<file path="config.mk">
export PLATFORM = sky130hd
export DESIGN_NAME = mult_with_no_sm
export DESIGN_NICKNAME = d
export VERILOG_FILES = /design/src/rtl/mult_pkg.sv /design/src/rtl/mult_booth_addsub.sv /design/src/rtl/mult_with_no_sm.sv
export SDC_FILE = /design/constraint.sdc
export NUM_CORES = 1
export LEC_CHECK = 0
export BUFFER_PORTS_ARGS = -buffer_cell sky130_fd_sc_hd__buf_2
export CORE_AREA = 2 2 63 65
export CTS_CLUSTER_DIAMETER = 120
export DETAILED_ROUTE_END_ITERATION = 12
export DIE_AREA = 0 0 65 67
export GPL_TIMING_DRIVEN = 0
export PLACE_DENSITY_LB_ADDON = 0.3
export SETUP_SLACK_MARGIN = 0.3
export SYNTH_ARGS = -nofsm -noshare
export SYNTH_HDL_FRONTEND = slang
export SYNTH_SLANG_ARGS = --single-unit
</file>
<file path="constraint.sdc">
create_clock -name clk -period 3 [get_ports clk]
set_input_delay 0.15 -clock clk [delete_from_list [all_inputs] [get_ports clk]]
set_output_delay 0.15 -clock clk [all_outputs]
set_load 0.01 [all_outputs]
</file>
<file path="src/rtl/mult_pkg.sv">
// Shared definitions for the Booth multiplier datapath.
// Covers micro-op bit positions and the Booth decision-pair encodings.
package mult_pkg;

  localparam int CTL_W     = 5;
  localparam int CTL_LOAD  = 0;
  localparam int CTL_ADD   = 1;
  localparam int CTL_SUB   = 2;
  localparam int CTL_SHIFT = 3;
  localparam int CTL_CLR   = 4;

  // {Q[0], Q_m1}
  typedef enum logic [1:0] {
    BOOTH_HOLD0 = 2'b00,
    BOOTH_ADD   = 2'b01,
    BOOTH_SUB   = 2'b10,
    BOOTH_HOLD1 = 2'b11
  } booth_pair_e;

  // Micro-op a controller issues for one Booth step, given the current pair.
  function automatic logic [CTL_W-1:0] booth_step_ctl(input logic [1:0] pair);
    logic [CTL_W-1:0] ctl;
    ctl = '0;
    ctl[CTL_SHIFT] = 1'b1;
    case (pair)
      BOOTH_ADD: ctl[CTL_ADD] = 1'b1;
      BOOTH_SUB: ctl[CTL_SUB] = 1'b1;
      default:   ctl = ctl;
    endcase
    return ctl;
  endfunction

endpackage

</file>
<file path="src/rtl/mult_booth_addsub.sv">
// (N+1)-bit accumulator update: ACC + sext(M), ACC - sext(M), or ACC unchanged.
// Both selects asserted together cancel out to a pass-through.
module booth_addsub #(
  parameter int N = 8
) (
  input  logic [N:0]   acc_i,
  input  logic [N-1:0] m_i,
  input  logic         add_i,
  input  logic         sub_i,
  output logic [N:0]   acc_o
);

  logic [N:0] m_sext;

  assign m_sext = {m_i[N-1], m_i};

  always_comb begin
    acc_o = acc_i;
    case ({sub_i, add_i})
      2'b01:   acc_o = acc_i + m_sext;
      2'b10:   acc_o = acc_i - m_sext;
      default: acc_o = acc_i;
    endcase
  end

endmodule

</file>
<file path="src/rtl/mult_with_no_sm.sv">
// Radix-2 Booth signed multiplier datapath driven entirely by external micro-ops.
// Register bank {ACC, Q, Q_m1, M}; Y and Q_LSB are read straight off the registers.
module mult_with_no_sm
  import mult_pkg::*;
#(
  parameter int N = 8
) (
  input  logic             clk,
  input  logic             rst,
  input  logic [N-1:0]     A,
  input  logic [N-1:0]     B,
  input  logic [CTL_W-1:0] mult_control,
  output logic [1:0]       Q_LSB,
  output logic [2*N-1:0]   Y
);

  logic [N-1:0] m_q, m_d;
  logic [N-1:0] q_q, q_d;
  logic [N:0]   acc_q, acc_d;
  logic         qm1_q, qm1_d;
  logic [N:0]   acc_n;

  booth_addsub #(.N(N)) u_addsub (
    .acc_i (acc_q),
    .m_i   (m_q),
    .add_i (mult_control[CTL_ADD]),
    .sub_i (mult_control[CTL_SUB]),
    .acc_o (acc_n)
  );

  always_comb begin
    m_d   = m_q;
    q_d   = q_q;
    acc_d = acc_q;
    qm1_d = qm1_q;
    if (mult_control[CTL_CLR]) begin
      m_d   = '0;
      q_d   = '0;
      acc_d = '0;
      qm1_d = 1'b0;
    end else if (mult_control[CTL_LOAD]) begin
      m_d   = A;
      q_d   = B;
      acc_d = '0;
      qm1_d = 1'b0;
    end else if (mult_control[CTL_SHIFT]) begin
      // Arithmetic shift of {acc_n, Q, Q_m1}: sign replicated, old Q_m1 dropped.
      {acc_d, q_d, qm1_d} = {acc_n[N], acc_n, q_q};
    end else begin
      acc_d = acc_n;
    end
  end

  always_ff @(posedge clk or negedge rst) begin
    if (!rst) begin
      m_q   <= '0;
      q_q   <= '0;
      acc_q <= '0;
      qm1_q <= 1'b0;
    end else begin
      m_q   <= m_d;
      q_q   <= q_d;
      acc_q <= acc_d;
      qm1_q <= qm1_d;
    end
  end

  assign Y     = {acc_q[N-1:0], q_q};
  assign Q_LSB = {q_q[0], qm1_q};

endmodule

</file>
---- Word-level counts from Yosys, hierarchy flattened ----
Index checks and enable logic that the tools add are counted.
word-level totals
  flip-flop bits (word level) ............. 26
  bits in latches ......................... 0
  memory bits (writable) .................. 0
  bits in read-only memories .............. 0
  bits of input ports ..................... 23
  output and inout port bits .............. 18
  logic and storage cells ................. 22
  memories ................................ 0
cells by class
  $add $sub $neg .......................... 2
  multipliers ............................. 0
  divide/modulo/power cells ............... 0
  $lt $le $gt $ge ......................... 0
  equal/unequal tests ..................... 2
  shifts and indexed selects .............. 0
  multiplexer cells ....................... 12
  bitwise gates (word level) .............. 0
  reduce and logical (&&, ||, !) cells .... 2
operator list
  operator                                                          count
  8-bit two-way mux                                                 6
  9-bit two-way mux                                                 2
  9-bit one-hot mux with 2 select lines                             1
  9-bit adder                                                       1
  9-bit subtractor                                                  1
  1-bit two-way mux                                                 3
  3-bit nonzero test                                                1
  2-bit by 1-bit == test with 1-bit output (second input constant)  1
  2-bit == test (second input constant)                             1
  2-bit nonzero test                                                1

---- Logic depth before layout (Yosys ltp) ----
Gate-level depths: netlist of the first run.
  depth in word-level cells ............... 5
  depth in mapped cells ................... 11
  gate-level depth less buffers ........... 10

---- Hierarchy ----
Synthesis of the first run repeated with hierarchy kept, for this count alone.
unflattened totals
  cell total of the unflattened synthesis .. 200
  area total of the unflattened synthesis .. 1908.1 µm²
modules (own cells, without submodules)
  module           instances  cells an instance  area an instance (µm²)  sequential area each (µm²)
  mult_with_no_sm  1          105                1233.7                  650.6
  booth_addsub     1          95                 674.4                   0.0

---- Least setup slack after synthesis of the first run ----
Ideal clock, no wire load.
  kind .................................... reg-to-reg
  start ................................... reg m_q[3]
  end ..................................... reg acc_q[7]
  setup time .............................. 99 ps
  data arrival time ....................... 2631 ps
  data required time ...................... 2901 ps
  slack ................................... 270 ps
  cell stages (with the launch flop) ...... 11
  buffers on the path ..................... 0
  period minus slack after synthesis ...... 2730 ps
  path through ............................ dfrtp_1 -> or3_4 -> nor3_1 -> nor2_1 -> xnor2_1 -> ha_1 -> nor3_1 -> o21bai_2 -> and3_2 -> or4_4 -> a311oi_1
on the way
  word-level cells in the longest chain between the ends .. 5
  elaborated cells on any way between the ends .. 6
  classes of those cells .................. 2 x add/sub; 4 x mux
ends and longest elaborated chain
  element                                                 line                                              text
  from (decl)                                             mult_with_no_sm.sv:17                             logic [N-1:0] m_q, m_d;
  from (signal assigned)                                  mult_with_no_sm.sv:61                             m_q <= m_d;
  9-bit subtractor / 9-bit adder (equally long branches)  mult_booth_addsub.sv:21, mult_booth_addsub.sv:20
  9-bit one-hot mux with 2 select lines *                 mult_booth_addsub.sv:19                           case ({sub_i, add_i})
  8-bit two-way mux *                                     mult_with_no_sm.sv:46                             end else if (mult_control[CTL_SHIFT]) begin
  9-bit two-way mux *                                     mult_with_no_sm.sv:41                             end else if (mult_control[CTL_LOAD]) begin
  9-bit two-way mux *                                     mult_with_no_sm.sv:36                             if (mult_control[CTL_CLR]) begin
  via acc_d[7]                                            mult_with_no_sm.sv:19                             logic [N:0] acc_q, acc_d;
  to (signal assigned)                                    mult_with_no_sm.sv:58                             acc_q <= '0;
  to (signal assigned)                                    mult_with_no_sm.sv:63                             acc_q <= acc_d;
  to (decl)                                               mult_with_no_sm.sv:19
Mark *: on every way through the listed nets, which the timed path passes. The rest lies on a longest branch.
A chain may end at the register's enable or synchronous reset.

---- Worst setup path in the final report of the first run ----
  start ................................... reg m_q[2]
  end ..................................... reg acc_q[7]
The elaborated chain is that of the path after synthesis.

==> out/metrics.yaml, run 1 <==
outcome: "complete, no violations"
synth_nets: 244
dp_slack_ps: 21.9
synth.top_cell.area_share: 0.338
ctsHtreeMaxLevel: 1
seq_area_um2: 653
io_buffers: 37
number_of_top_level_design_ports: 41
worstSetupPathType: "flip-flop to flip-flop"
postSynthRegisterBits: 26
vias_per_cell: 5.62
ant_nets: 0
max_slew_margin: 0.566
design.core.area_mm2: 0.00361
p_sw_uw: 383
share_seq_of_total_power: 0.364
grt_max_degree: 27
crit_path_end_kind: "flip-flop"
tritoncts: "built"
synth.cells.most_frequent: "37 x sky130_fd_sc_hd__nor2_1, 26 x sky130_fd_sc_hd__dfrtp_1, 20 x sky130_fd_sc_hd__mux2i_1, 14 x sky130_fd_sc_hd__a21oi_1, 11 x sky130_fd_sc_hd__buf_4"
layout_cells_sized_above_1: 0.371
setup_tns_final_ps: 0
cts_max_path_buffers: 2
design.die.area_mm2: 0.00436
timing.critical_path.cells: "or3_4 -> nor3_4 -> nor2_1 -> xnor2_1 -> ha_2 -> nor3_4 -> o21bai_2 -> and3_2 -> or4_4 -> a311oi_2"
route.final.wire_length_mm: 4.60
grt.total_usage: 0.223
crit-reg2reg-capture: "acc_q[7]$_DFF_PN0_"
synth_area_leaders: "sky130_fd_sc_hd__dfrtp_1 34%, sky130_fd_sc_hd__mux2i_1 10%, sky130_fd_sc_hd__nor2_1 7.2%, sky130_fd_sc_hd__ha_1 6.5%, sky130_fd_sc_hd__buf_4 4.3%"
postSynth.topFlopCell: "sky130_fd_sc_hd__dfrtp_1"
timing.hold.worst.class: "input pin to flip-flop"
post_drt_wl_per_cell_um: 14.7
grt_antenna_before_repair: 0
clkLatencyLatePin_ps: 270
worst_setup_path_start_kind: "flip-flop"
die_y_um: 67
irDropWorstVdd_mv: 0.358
finalHoldViolCount: 0
cap_viol_max_count: 0
synth-edff-count: 0
cell_internal_pwr_uw: 698
setup_violations: 0
max_freq_mhz: 349
cp_max_fo: 3
p_clk_frac: 0.186
ys_seq_area_frac: 0.338
critical-path-max-stage-delay_ps: 430
netlist_area_mm2: 0.00192
grt_overflow: 0
synth-async-reset-ratio: 1.00
swShare: 0.354
worst_reg2reg_startpoint: "m_q[2]$_DFFE_PN0P_"
max_slew.worst_pin.slew_ps: 652
synth_area_leader_cell: "sky130_fd_sc_hd__dfrtp_1"
area.growth.synth_to_final_pct: 26.5
post-route-period-util: 0.955
cts_made_buffers: 3
synth_most_common_cell: "sky130_fd_sc_hd__nor2_1"
drt-pass1-iter-count: 4
initial_utilization: 0.533
clk_pin_slew_worst_paths_ps: 90
filler_cell_count: 310
multi_input_area_mm2: 0.00120
slew_violations: 0
timing.reg2reg.setup_slack_ps: 130
yosysWarningCount: 0
finalCriticalPeriod_ps: 2870
grt_pass1_wl_mm: 7.67
grt_setup_unrepaired: "true"
critPathMostFrequentCell: "sky130_fd_sc_hd__nor3_4"
nNetsFinal: 300
worst_setup_path_startpoint: "m_q[2]$_DFFE_PN0P_"
count_of_vias_placed_by_the_detailed_router: 1753
worstRegToRegCells: 10
crit_path_setup_slack_layout_ps: 134
synth.avg_cell_area_um2: 9.16
fin_skew_ps: 2.75
globalplace.congestion: 0.894
static-leakage-power_uw: 0.00119
power.density_mw_per_mm2: 445
rows: 22
comb_power_share: 0.451
cp_data_arrival_time_ps: 3050
synth.lib_cells_used.distinct: 50
cts_num_sinks: 26
fp.dieW_um: 65
worst_path_max_delay_cell: "sky130_fd_sc_hd__or4_4"
synthesis.instances: 210
clk_root_buffer_cell: "sky130_fd_sc_hd__clkbuf_8"
first_global_vias: 1753
drcViolationCount: 0
antenna_diode_count: 0
dp.final_hpwl_mm: 3.12
crit_path_end: "acc_q[7]$_DFF_PN0_"
detailedRoute.firstIterationViolations: 124
crit_required_ps: 3180
[layer usage]
metal	GRT usage	share of wire	wire length, um	up-vias
met4	0.0585	0.021	96	0
met2	0.398	0.50	2310	59
met3	0.0389	0.059	270	13
met5	0	0	0	-
met1	0.278	0.42	1920	835
li1	-	-	-	846
[area by class of cell]
type / instances / area share
multi-input cells: 156 / 0.495
flip-flops and latches: 26 / 0.269
repair buffers: 51 / 0.120
plain buffers: 21 / 0.0638
well taps: 48 / 0.0247
clock buffers: 3 / 0.0170
inverters: 7 / 0.0108
[state kept, by name, summed over array words and instances, names as in the netlist]
name,cells
m_q,8
q_q,8
qm1_q,1
acc_q,9
[cell families after synthesis]
kind of cell,Yosys count,share of synthesized area
AO/OA/AOI/OAI,48,0.172
XOR/XNOR,8,0.0364
adder cells (fa/ha/maj),11,0.0755
flip-flops,26,0.338
AND/OR/NAND/NOR,68,0.173
buffers and inverters,28,0.0943
multiplexers,21,0.110
[power by group through the flow]
stage / clock, uW / combinational (uW) / sequential [uW]
floorplan: 0 / 298 / 398
CTS: 203 / 424 / 393
finish: 201 / 487 / 393
global placement: 0 / 382 / 400
detailed placement: 0 / 390 / 400
global route: 218 / 536 / 397
[layout by cell type (no fill, tap or decap), types with 7 or more instances in the layout]
master / instances
sky130_fd_sc_hd__nand2_1: 7
sky130_fd_sc_hd__dfrtp_1: 24
sky130_fd_sc_hd__buf_2: 37
sky130_fd_sc_hd__mux2i_1: 19
sky130_fd_sc_hd__buf_4: 24
sky130_fd_sc_hd__a21oi_1: 12
sky130_fd_sc_hd__nor2_1: 36
[through the flow]
step           cells  instance area [um^2]   util  power [uW]  hold slack, ps
2_1_floorplan    210                  1930      -         696            -146
3_5_place_dp     295                  2180  0.604         791             182
4_1_cts          305                  2310  0.640        1020             113
6_report         312                  2430  0.675        1080             111
5_1_grt          312                  2430  0.675        1150             113
3_3_place_gp     295                  2180  0.604         782             180
[timing repair]
item                       4_1_cts  5_1_grt
pin swaps                        9        6
setup endpoints to repair        3        5
hold endpoints to repair        26        0
hold buffers                     1        0
gates resized for setup         10       13
setup buffers                    6        7
[critical path: cells and delay by family, from the launching register on]
family	cells	cell delay [ps]
AND/OR/NAND/NOR	6	1370
flip-flops	1	390
adder cells (fa/ha/maj)	1	370
XOR/XNOR	1	310
AO/OA/AOI/OAI	2	310
[how the worst min path moves through the flow]
stage | slack, ps | cells past startpoint | endpoint | startpoint
4_1_cts | 110 | 3 | q_q[3]$_DFFE_PN0P_ | B[3]
6_report | 110 | 3 | q_q[2]$_DFFE_PN0P_ | B[2]
3_5_place_dp | 180 | 1 | q_q[2]$_DFFE_PN0P_ | rst
5_1_grt | 110 | 3 | m_q[3]$_DFFE_PN0P_ | A[3]
3_3_place_gp | 180 | 1 | q_q[2]$_DFFE_PN0P_ | rst
2_1_floorplan | -150 | 0 | acc_q[0]$_DFF_PN0_ | rst
Power figures use the tool's default switching activity.
==> inputs of run 2 (changes only) <==
RECOVER_POWER = 25   (was default)
==> out/metrics.yaml, run 2 (synthesized netlist as in run 1, its figures left out) <==
p_sw_uw: 383  # about the same
min_delay_worst_endpoint: "q_q[4]$_DFFE_PN0P_"
fin_skew_ps: 2.93  # +0.177 ps
tritoncts: "built"
slew_violations: 0  # unchanged
clkLatencyLatePin_ps: 270  # about the same
dp.final_hpwl_mm: 3.12  # unchanged
finalHoldViolCount: 0  # unchanged
crit_path_end_kind: "flip-flop"
post-route-period-util: 0.955  # about the same
drt-pass1-iter-count: 4  # unchanged
cts_made_buffers: 3  # unchanged
ctsHtreeMaxLevel: 1  # unchanged
worst_path_max_delay_cell: "sky130_fd_sc_hd__or4_4"
fp.dieW_um: 65  # unchanged
grt_setup_unrepaired: "true"
swShare: 0.354  # about the same
die_y_um: 67  # unchanged
worst_hold_startpoint: "B[4]"
number_of_top_level_design_ports: 41  # unchanged
p_clk_frac: 0.186  # about the same
timing.hold.worst.class: "input pin to flip-flop"
worstSetupPathType: "flip-flop to flip-flop"
design.die.area_mm2: 0.00436  # unchanged
critical_path_buf_inv_count: 0  # unchanged
cp_max_fo: 3  # unchanged
worstRegToRegCells: 10  # unchanged
setup_violations: 0  # unchanged
min_delay_path_depth: 3  # unchanged
globalplace.congestion: 0.894  # unchanged
io_buffers: 37  # unchanged
most-common-layout-cells: "36 x sky130_fd_sc_hd__nor2_1, 36 x sky130_fd_sc_hd__buf_2, 24 x sky130_fd_sc_hd__buf_4, 24 x sky130_fd_sc_hd__dfrtp_1, 19 x sky130_fd_sc_hd__mux2i_1"
timing.reg2reg.setup_slack_ps: 130  # about the same
count_of_vias_placed_by_the_detailed_router: 1742  # -0.63%
antenna_diode_count: 0  # unchanged
cell_internal_pwr_uw: 697  # -0.18%
largest_register_ffs: 9  # unchanged
clk_pin_slew_worst_paths_ps: 90  # about the same
route.final.wire_length_mm: 4.59  # -0.20%
first_global_vias: 1753  # unchanged
layout_cells_sized_above_1: 0.364  # -0.00758
drcViolationCount: 0  # unchanged
cp_data_arrival_time_ps: 3050  # about the same
initial_utilization: 0.533  # unchanged
crit-reg2reg-capture: "acc_q[7]$_DFF_PN0_"
cp.depth: 10  # unchanged
comb_power_share: 0.450  # about the same
cts_num_sinks: 26  # unchanged
design.core.area_mm2: 0.00361  # unchanged
vias_per_cell: 5.58  # -0.63%
worst_reg2reg_startpoint: "m_q[2]$_DFFE_PN0P_"
registers.top_by_ff_count: "acc_q"
grt.total_usage: 0.223  # unchanged
rows: 22  # unchanged
grt_max_degree: 27  # unchanged
grt_overflow: 0  # unchanged
setup_tns_final_ps: 0  # unchanged
cp_top_family: "simple AND/OR/NAND/NOR gates"
cts_max_path_buffers: 2  # unchanged
critPathMostFrequentCell: "sky130_fd_sc_hd__nor3_4"
nNetsFinal: 300  # unchanged
grt_pass1_wl_mm: 7.67  # unchanged
reg.largest.list: "acc_q: 9 flops, m_q: 8 flops, q_q: 8 flops"
filler_cell_count: 313  # +0.97%
grt_antenna_before_repair: 0  # unchanged
outcome: "complete, no violations"
post_drt_wl_per_cell_um: 14.7  # -0.20%
placement.cell_area_mm2: 0.00218  # unchanged
timing.critical_path.cells: "or3_4 -> nor3_4 -> nor2_1 -> xnor2_1 -> ha_2 -> nor3_4 -> o21bai_2 -> and3_2 -> or4_4 -> a311oi_2"
worst_setup_path_start_kind: "flip-flop"
share_seq_of_total_power: 0.364  # about the same
static-leakage-power_uw: 0.00118  # -0.64%
area.growth.synth_to_final_pct: 26.0
final_cell_area_mm2: 0.00242  # -0.36%
cap_viol_max_count: 0  # unchanged
max_slew.worst_pin.slew_ps: 1410  # +762 ps
finalCriticalPeriod_ps: 2870  # +0.322 ps
clk_root_buffer_cell: "sky130_fd_sc_hd__clkbuf_8"
max_freq_mhz: 349  # about the same
crit_required_ps: 3180  # about the same
detailedRoute.firstIterationViolations: 109  # -12%
power.density_mw_per_mm2: 446  # +0.24%
irDropWorstVdd_mv: 0.358  # about the same
ant_nets: 0  # unchanged
max_slew_margin: 0.0575  # -0.508
critical-path-max-stage-delay_ps: 430  # about the same
## run 2: cell count changes in the layout (fill, tap and decap cells not counted), sizes merged
cell	before	now
buf	63	61
clkbuf	11	13
## run 2: routing by layer
layer / track usage / part of all wire / vias to the layer above / wire length [um]
met5: 0 / 0 / - / 0
met4: 0.0585 / 0.019 / 0 / 89
met3: 0.0389 / 0.055 / 11 / 252
met2: 0.398 / 0.50 / 51 / 2310
met1: 0.278 / 0.42 / 834 / 1940
li1: - / - / 846 / -
## run 2: area by class of cell
| cell class | count | area [um^2] | share of cell area |
|---|---|---|---|
| Multi-Input combinational cell | 156 | 1200 | 0.497 |
| Sequential cell | 26 | 653 | 0.269 |
| Timing Repair Buffer | 51 | 292 | 0.120 |
| Buffer | 21 | 148 | 0.0609 |
| Tap cell | 48 | 60.1 | 0.0248 |
| Clock buffer | 3 | 41.3 | 0.0170 |
| Inverter | 7 | 26.3 | 0.0108 |
## run 2: per-stage QoR
step / worst slack (ps) / total power (uW) / util / hold slack [ps] / std cells
final: 134 / 1080 / 0.672 / 110 / 312
after global routing: 92.7 / 1150 / 0.672 / 113 / 312
after CTS: 225 / 1020 / 0.640 / 113 / 305
after detailed placement: 21.9 / 791 / 0.604 / 182 / 295
after global placement: 75.3 / 782 / 0.604 / 180 / 295
after floorplan: 317 / 696 / - / -146 / 210
## run 2: how the worst max path moves through the flow
stage	startpoint	to	slack [ps]
after global routing	m_q[2]$_DFFE_PN0P_	acc_q[6]$_DFF_PN0_	90
after CTS	m_q[2]$_DFFE_PN0P_	acc_q[7]$_DFF_PN0_	220
after global placement	m_q[3]$_DFFE_PN0P_	acc_q[7]$_DFF_PN0_	80
after floorplan	m_q[3]$_DFFE_PN0P_	acc_q[7]$_DFF_PN0_	320
final	m_q[2]$_DFFE_PN0P_	acc_q[7]$_DFF_PN0_	130
after detailed placement	m_q[3]$_DFFE_PN0P_	acc_q[7]$_DFF_PN0_	20
## run 2: what timing repair did
item	4_1_cts	5_1_grt
cloned	0	0
setup buffers	6	7
hold buffers	1	0
endpoints found under the hold margin	26	0
pin swaps	9	6
resized for setup	10	13
setup endpoints to repair	3	5
## run 2: worst min-delay path: stages
cell and delay (ps):
sky130_fd_sc_hd__buf_2 80, sky130_fd_sc_hd__a21oi_1 50, sky130_fd_sc_hd__nor2_1 70
## run 2: power groups by stage
| stage | clock network [uW] | registers [uW] | logic (uW) |
|---|---|---|---|
| 2_1_floorplan | 0 | 398 | 298 |
| 3_3_place_gp | 0 | 400 | 382 |
| 3_5_place_dp | 0 | 400 | 390 |
| 4_1_cts | 203 | 393 | 424 |
| 5_1_grt | 218 | 397 | 535 |
| 6_report | 201 | 393 | 486 |
